File: src/rtl/data_types_pkg.sv
// Shared types for the serial blocks: control register layout and receiver state encoding.
// Pure type definitions; no latency or flow-control behaviour of its own.
package data_types_pkg;

  localparam int BR_DIV_W = 10;

  typedef struct packed {
    logic [BR_DIV_W-1:0] br_div;  // bit period in clk cycles
    logic                word;    // 1 = 9 data bits, 0 = 8
    logic                stop;    // 1 = two stop bits, 0 = one
  } ctrl_reg_t;

  typedef enum logic [1:0] {
    IDLE,
    START,
    DATA,
    STOP
  } state_t;

endpackage

File: src/rtl/sync_2ff.sv
// Two-flop synchronizer for a single asynchronous bit; reset loads RST_VAL into both stages.
// Latency two clk cycles; no backpressure.
module sync_2ff #(
  parameter logic RST_VAL = 1'b1
) (
  input  logic clk,
  input  logic rst,
  input  logic d,
  output logic q
);

  logic meta;

  always_ff @(posedge clk) begin
    if (rst) begin
      meta <= RST_VAL;
      q    <= RST_VAL;
    end else begin
      meta <= d;
      q    <= meta;
    end
  end

endmodule

File: src/rtl/uart_rx.sv
// UART receiver: 8/9 data bits MSB first, 1/2 stop bits, per-frame latched bit period.
// Word appears one cycle after the final stop sample; single-entry holding register, overrun drops the new word.
module uart_rx
  import data_types_pkg::*;
(
  input  logic       clk,
  input  logic       rst,
  input  logic       rx_in,
  input  ctrl_reg_t  control,
  output logic [8:0] rx_data,
  output logic       rx_valid,
  input  logic       rx_ack,
  output logic       rx_busy,
  output logic       frame_err,
  output logic       overrun_err
);

  state_t              state, state_n;
  logic                rx_s, rx_prev;
  logic [BR_DIV_W-1:0] cnt, br_l, half_m1, full_m1;
  logic                word_l, stop_l, stop_cnt;
  logic [3:0]          bit_cnt, last_bit;
  logic [8:0]          shreg;
  logic                sample, good, bad;

  sync_2ff #(.RST_VAL(1'b1)) u_sync (
    .clk (clk),
    .rst (rst),
    .d   (rx_in),
    .q   (rx_s)
  );

  assign half_m1  = (br_l >> 1) - 10'd1;
  assign full_m1  = br_l - 10'd1;
  assign last_bit = word_l ? 4'd8 : 4'd7;
  assign rx_busy  = (state != IDLE);

  always_comb begin
    state_n = state;
    sample  = 1'b0;
    good    = 1'b0;
    bad     = 1'b0;
    case (state)
      IDLE: if (rx_prev && !rx_s) state_n = START;
      START: begin
        if (cnt == half_m1) begin
          sample  = 1'b1;
          state_n = rx_s ? IDLE : DATA;  // line back high: false start
        end
      end
      DATA: begin
        if (cnt == full_m1) begin
          sample = 1'b1;
          if (bit_cnt == last_bit) state_n = STOP;
        end
      end
      STOP: begin
        if (cnt == full_m1) begin
          sample = 1'b1;
          if (!rx_s) begin
            bad     = 1'b1;
            state_n = IDLE;
          end else if (!(stop_l && !stop_cnt)) begin
            // leave mid-stop-bit so an immediately following start edge is seen
            good    = 1'b1;
            state_n = IDLE;
          end
        end
      end
      default: state_n = IDLE;
    endcase
  end

  always_ff @(posedge clk) begin
    if (rst) begin
      state       <= IDLE;
      cnt         <= '0;
      rx_prev     <= 1'b1;
      br_l        <= '0;
      word_l      <= 1'b0;
      stop_l      <= 1'b0;
      stop_cnt    <= 1'b0;
      bit_cnt     <= '0;
      shreg       <= '0;
      rx_data     <= '0;
      rx_valid    <= 1'b0;
      frame_err   <= 1'b0;
      overrun_err <= 1'b0;
    end else begin
      state   <= state_n;
      rx_prev <= rx_s;
      cnt     <= (state == IDLE || state_n != state || sample) ? '0 : cnt + 10'd1;

      if (state == IDLE && state_n == START) begin
        br_l     <= control.br_div;
        word_l   <= control.word;
        stop_l   <= control.stop;
        bit_cnt  <= '0;
        stop_cnt <= 1'b0;
        shreg    <= '0;
      end
      if (state == DATA && sample) begin
        shreg   <= {shreg[7:0], rx_s};
        bit_cnt <= bit_cnt + 4'd1;
      end
      if (state == STOP && sample) stop_cnt <= 1'b1;

      frame_err   <= bad;
      overrun_err <= good && rx_valid && !rx_ack;
      if (good && (!rx_valid || rx_ack)) begin
        rx_data  <= shreg;
        rx_valid <= 1'b1;
      end else if (rx_ack) begin
        rx_valid <= 1'b0;
      end
    end
  end

endmodule

File: config.mk
export PLATFORM = sky130hd
export DESIGN_NAME = uart_rx
export DESIGN_NICKNAME = d
export VERILOG_FILES = /design/src/rtl/data_types_pkg.sv /design/src/rtl/sync_2ff.sv /design/src/rtl/uart_rx.sv
export SDC_FILE = /design/constraint.sdc
export NUM_CORES = 1
export LEC_CHECK = 0
export CORE_MARGIN = 8
export CORE_UTILIZATION = 53
export CTS_BUF_LIST = sky130_fd_sc_hd__clkbuf_16
export CTS_CLUSTER_DIAMETER = 120
export DETAILED_ROUTE_END_ITERATION = 7
export GPL_TIMING_DRIVEN = 0
export PLACE_DENSITY = 0.87
export RECOVER_POWER = 100
export SYNTH_ARGS = -nofsm -noshare
export SYNTH_HDL_FRONTEND = slang
export SYNTH_HIERARCHICAL = 1
export SYNTH_SLANG_ARGS = --single-unit
File: constraint.sdc
create_clock -name clk -period 6.15 [get_ports clk]
set_input_delay 0.615 -clock clk [delete_from_list [all_inputs] [get_ports clk]]
set_output_delay 0.615 -clock clk [all_outputs]
set_load 0.005 [all_outputs]
==> results of run 1 <==
[cells in the mapped netlist (all sizes together) (2+ instances only)]
library cell,instances,area share [%]
a211o,2,0.63
a211oi,3,0.98
a21oi,36,6.4
and3,6,1.3
buf,13,3.4
clkbuf,13,2.1
dfxtp,53,38
ha,4,1.8
inv,6,0.81
mux2i,2,0.72
nand2,33,4.4
nand2b,3,0.67
nand3,31,5.6
nand3b,11,3.0
nand4,5,1.1
nand4b,2,0.63
nor2,16,2.2
nor2b,2,0.45
nor3,3,0.54
nor4,13,3.8
nor4b,3,1.2
o21ai,16,2.9
or2,4,0.90
or3,2,0.45
or3b,2,0.72
or4,3,0.81
xnor2,18,5.6
xor2,14,4.4
[routing by layer]
metal / share of wire [%] / vias to the layer above
li1: - / 1257
met1: 45 / 1185
met2: 47 / 85
met4: 1.8 / 0
met5: 0 / -
met3: 6.3 / 16
[area by class of cell]
class	count	area (um^2)
buffer	26	143
clock buffer	5	125
clock inverter	2	38.8
fill	424	1810
inverter	6	22.5
multi-input combinational	249	1540
sequential	53	1060
tap	70	87.6
timing repair buffer	28	280
[per-stage QoR]
step	hold slack [ns]	area, um^2	cells	utilization (%)
finish	0.407	3300	439	64.6
global route	0.425	3300	439	64.6
CTS	0.407	3330	439	65.1
detailed placement	0.391	3160	432	61.9
global placement	0.388	3160	432	61.9
floorplan	0.385	2800	334	-
[state kept, by name (all words and copies together) (netlist names)]
signal / count
stop_cnt: 1
u_sync/q: 1
word_l: 1
bit_cnt: 4
state: 2
frame_err: 1
rx_data: 9
shreg: 9
br_l: 10
rx_prev: 1
overrun_err: 1
stop_l: 1
rx_valid: 1
cnt: 10
u_sync/meta: 1
[worst register-to-register path, stage by stage (launching register included)]
cell       delay (ns)
dfxtp_1          0.35
inv_1            0.10
ha_1             0.28
or4b_1           0.48
nor2_1           0.14
o2111ai_1        0.19
nor4_1           1.22
nand3_1          0.21
a32o_1           0.32
[cells by family after synthesis]
family	Yosys count	synth area share [%]
simple gates	144	29.2
compound gates	67	13.9
flops	53	38.0
xor+xnor	32	10.0
buf+inv	32	6.36
fa+ha+maj	4	1.79
mux	2	0.716
[power by group through the flow]
stage                     registers (W)  logic (W)  clock network, W
after floorplan                0.000358  0.0000504                 0
after global placement         0.000358  0.0000703                 0
after detailed placement       0.000358  0.0000722                 0
after CTS                      0.000351  0.0000734          0.000319
after global routing           0.000351  0.0000799          0.000335
final                          0.000351  0.0000721          0.000319
[layout by cell type (no fill, tap or decap), types with 6 or more instances in the layout]
cell type	synthesis	final
o21ai_0	15	16
clkbuf_1	12	17
nor2_1	15	16
and3_1	6	6
nand3_1	31	31
inv_1	6	6
nand3b_1	11	11
nand2_1	33	33
xor2_1	14	14
a21oi_1	36	36
dlygate4sd3_1	0	14
nor4_1	9	11
dfxtp_1	53	53
xnor2_1	18	18
clkdlybuf4s50_1	0	14
[final timing paths]
| kind | from | end | slack, ns | cells past startpoint |
|---|---|---|---|---|
| max | br_l[1]$_SDFFE_PP0P_ | state[1]$_SDFF_PP0_ | 2.77 | 8 |
| min | u_sync/meta$_SDFF_PP1_ | u_sync/q$_SDFF_PP1_ | 0.41 | 1 |
| max reg2reg | br_l[1]$_SDFFE_PP0P_ | state[1]$_SDFF_PP0_ | 2.77 | 8 |
| min reg2reg | u_sync/meta$_SDFF_PP1_ | u_sync/q$_SDFF_PP1_ | 0.41 | 1 |
==> impl_metrics.py, run 1 <==
metrics = {
    "run_status": {
        "status": "finished, violations left",
        "violations": "max-capacitance violations, max-slew violations",
    },
    "sta": {
        "post-route-period-util_pct": 54.9,
        "setup_slack_ns": 2.77,
        "slew_headroom_pct": -0.212,
        "finalSetupTns_ns": 0,
        "tightest_slew_ns": 1.49,
        "fin_crit_ns": 3.38,
        "clock.fmax_mhz": 296,
        "slew_violations": 1,
        "skew_ns": 0.00268,
        "hold_viol": 0,
        "rsz0062_at_grt": "false",
        "setup_viol": 0,
    },
    "cts": {
        "htreeDepth": 2,
        "holdBufCountCts": 0,
        "cts_buffers": 5,
        "clkSinkCount": 53,
        "cts_max_path_buffers": 2,
        "clock_latency_ns": 0.29,
        "post_cts_resized": 0,
        "cts-root-buf": "clkbuf_16",
        "clk_pin_slew_ns": 0.07,
        "cts_tree": "done",
        "post-cts-setup-buffers": 0,
    },
    "logic_synthesis": {
        "synth_edf_count": 0,
        "synthFlopType": "dfxtp_1",
        "mappedNetlistNets": 354,
        "synthDistinctLibCells": 55,
        "yosysWarnings": 6,
        "synthesis.area_um2": 2800,
        "syn_avg_cell_area_um2": 8.37,
        "ys_seq_area_share_pct": 38.0,
        "synthArstFlopShare_pct": 0,
        "syn_inst": 334,
        "ys_seq_elements": 53,
    },
    "setup_path": {
        "path_buf_inv": 1,
        "worstPathCellList": "inv_1, ha_1, or4b_1, nor2_1, o2111ai_1, nor4_1, nand3_1, a32o_1",
        "crit_path_end_kind": "register",
        "critPathMaxStageDelay_ns": 1.22,
        "cp_slowest_cell": "nor4_1",
        "cp_top_family": "simple AND/OR/NAND/NOR gates",
        "worstPathMaxFanout": 10,
        "arrival_ns": 3.57,
        "worstPathRequired_ns": 6.34,
        "critPathKind": "register to register",
        "worstSetupStartpointType": "register",
    },
    "die": {
        "dieArea_um2": 7850,
        "die_h_um": 88.6,
        "die_x_um": 88.6,
        "io_pins": 29,
        "design.core.area_um2": 5110,
        "core.rowCount": 26,
        "initial_core_util_pct": 54.7,
    },
    "routing": {
        "routed_wl_mm": 6.97,
        "drtAntennaViolNets": 0,
        "drt-initial-drc-count": 172,
        "viasPerCell": 5.79,
        "first_pass_iters": 4,
        "wire_per_inst_um": 15.9,
        "drc": 0,
        "vias": 2543,
    },
    "grt": {
        "globalRouteMet1Util_pct": 24.1,
        "grt_use_met3_pct": 5.11,
        "grt_overflow_total": 0,
        "antenna_found_initial": 0,
        "grt_max_degree": 17,
        "busiest_layer": "met2",
        "track_usage_pct": 19.3,
        "grt_pass1_wl_mm": 12.0,
        "grt_pass1_vias": 2555,
        "grt.met2_usage_pct": 31.3,
    },
    "final_layout": {
        "n_antenna_cell": 0,
        "final_nets": 389,
        "drive_above_1_share_pct": 6.23,
        "area_delta_synth_final_pct": 18.0,
    },
    "power_and_ir_drop": {
        "cellLeakagePower_nw": 1.18,
        "power_density_nw_per_um2": 225,
        "internal_power_w": 0.000572,
        "pwr-share-seq_pct": 47.2,
        "p_total_w": 0.000742,
        "clkPwrFrac_pct": 43.0,
        "p_sw_share_pct": 23.0,
        "power.switching_w": 0.000171,
        "combPwrFrac_pct": 9.7,
        "ir_drop_uv": 175,
    },
    "place": {
        "hpwl_mm": 5.02,
        "gp_congestion": 0.863,
        "port_buffers": 28,
        "dp_slack_ns": 3.29,
    },
    "min_path": {
        "hp-class": "register to register",
    },
    "run": {
        "max-cap-violations": 1,
    },
}
Note: power is estimated with default switching activity, not from simulation.
==> run 2, diff against run 1 <==
Clock period 6.15 ns to 3.5 ns, I/O delays scaled along.
==> impl_metrics.py, run 2 (synthesized netlist as in run 1, its figures left out) <==
metrics = {
    "cts": {
        "post-cts-setup-buffers": 0,
        "cts_tree": "done",
        "clk_pin_slew_ns": 0.07,
        "post_cts_resized": 0,
        "cts_max_path_buffers": 2,
        "htreeDepth": 2,
        "clock_latency_ns": 0.29,
        "cts-root-buf": "clkbuf_16",
        "holdBufCountCts": 0,
        "cts_buffers": 5,
        "clkSinkCount": 53,
    },
    "grt": {
        "grt_overflow_total": 0,
        "grt_max_degree": 17,
        "grt_pass1_wl_mm": 12.0,
        "track_usage_pct": 19.3,
        "grt_pass1_vias": 2555,
        "antenna_found_initial": 0,
    },
    "routing": {
        "vias": 2561,
        "viasPerCell": 5.83,
        "routed_wl_mm": 6.97,
        "drc": 0,
        "wire_per_inst_um": 15.9,
        "first_pass_iters": 4,
        "drtAntennaViolNets": 0,
        "drt-initial-drc-count": 183,
    },
    "final_layout": {
        "layout_commonest_cell": "dfxtp_1",
        "area_delta_synth_final_pct": 18.4,
        "reg_top3": "br_l x10, cnt x10",
        "stdcell_count": 439,
        "drive_above_1_share_pct": 7.05,
        "n_antenna_cell": 0,
        "final_cell_mix": "dfxtp_1, a21oi_1, nand2_1",
        "final_nets": 389,
    },
    "sta": {
        "skew_ns": 0.00325,
        "post-route-period-util_pct": 87.3,
        "hold_viol": 0,
        "clock.fmax_mhz": 327,
        "rsz0062_at_grt": "false",
        "setup_slack_ns": 0.444,
        "tightest_slew_ns": 0.924,
        "slew_violations": 0,
        "setup_viol": 0,
        "slew_headroom_pct": 37.9,
        "finalSetupTns_ns": 0,
        "fin_crit_ns": 3.06,
    },
    "min_path": {
        "holdPathStages": 1,
        "hp-class": "register to register",
    },
    "die": {
        "dieArea_um2": 7850,
        "core.rowCount": 26,
        "io_pins": 29,
        "die_x_um": 88.6,
        "design.core.area_um2": 5110,
        "die_h_um": 88.6,
        "initial_core_util_pct": 54.7,
    },
    "setup_path": {
        "crit_path_end_kind": "register",
        "reg2reg_depth": 9,
        "critPathKind": "register to register",
        "worstPathMaxFanout": 10,
        "worstSetupStartpointType": "register",
        "worstPathRequired_ns": 3.72,
        "arrival_ns": 3.27,
        "regToRegSetupSlack_ns": 0.44,
    },
    "power_and_ir_drop": {
        "combPwrFrac_pct": 9.8,
        "p_sw_share_pct": 22.9,
        "internal_power_w": 0.00100,
        "power_density_nw_per_um2": 394,
        "ir_drop_uv": 307,
        "pwr-share-seq_pct": 47.3,
        "power.switching_w": 0.000299,
        "clkPwrFrac_pct": 42.9,
        "cellLeakagePower_nw": 1.18,
    },
    "place": {
        "hpwl_mm": 5.02,
        "port_buffers": 28,
        "gp_congestion": 0.863,
        "dp_slack_ns": 0.640,
        "dp.cells": 432,
    },
    "run": {
        "max-cap-violations": 0,
    },
    "run_status": {
        "status": "finished, final reports clean",
    },
}
## run 2: cell count changes in the layout (fill, tap and decap cells not counted), sizes merged
cell,previous run,this run
buf,8,10
clkbuf,23,21
## run 2: final cells by class
class	count	area, um^2
multi-input combinational	249	1550
inverter	6	22.5
clock inverter	2	38.8
buffer	26	145
tap	70	87.6
fill	421	1800
timing repair buffer	28	280
sequential	53	1060
clock buffer	5	125
## run 2: power by group through the flow
| stage | Clock [W] | Combinational, W | Sequential (W) |
|---|---|---|---|
| 6_report | 0.000559 | 0.000128 | 0.000616 |
| 5_1_grt | 0.000588 | 0.000141 | 0.000617 |
| 4_1_cts | 0.000561 | 0.000129 | 0.000616 |
| 3_5_place_dp | 0 | 0.000127 | 0.000630 |
| 3_3_place_gp | 0 | 0.000124 | 0.000630 |
| 2_1_floorplan | 0 | 0.0000886 | 0.000628 |
## run 2: per-stage QoR
step                      hold slack, ns  util [%]  total power, W  area [um^2]
after floorplan                    0.385         -        0.000717         2800
after global placement             0.388      61.9        0.000753         3160
after detailed placement           0.391      61.9        0.000757         3160
after CTS                          0.407      65.1         0.00131         3330
after global routing               0.425      64.8         0.00135         3310
final                              0.407      64.8         0.00130         3310
## run 2: final timing paths
path,start,endpoint
worst max-delay path,br_l[1]$_SDFFE_PP0P_,shreg[3]$_SDFFE_PP0P_
worst max register to register,br_l[1]$_SDFFE_PP0P_,shreg[3]$_SDFFE_PP0P_
worst min register to register,u_sync/meta$_SDFF_PP1_,u_sync/q$_SDFF_PP1_
worst min-delay path,u_sync/meta$_SDFF_PP1_,u_sync/q$_SDFF_PP1_
## run 2: worst max-delay path, cell delays in order, from the launching register on
cell and delay (ns):
dfxtp_1 0.35, inv_1 0.10, ha_1 0.27, or4b_1 0.48, nor2_1 0.14, o21ai_0 0.17, nor4_1 0.80, buf_2 0.37
nand3b_1 0.12, a21oi_1 0.17
## run 2: routing by layer
layer  vias up  wire length (um)  GRT usage (%)
met2        93              3290           31.3
li1       1255                 -              -
met3        12               398           5.11
met4         0               106           6.14
met1      1201              3170           24.1
met5         -                 0              0
==> run 3, diff against run 2 <==
Settings changed: HOLD_SLACK_MARGIN set to 0.02.
==> results of run 3 <==
No change in the layout: final DEF, timing and power equal those of run 2.
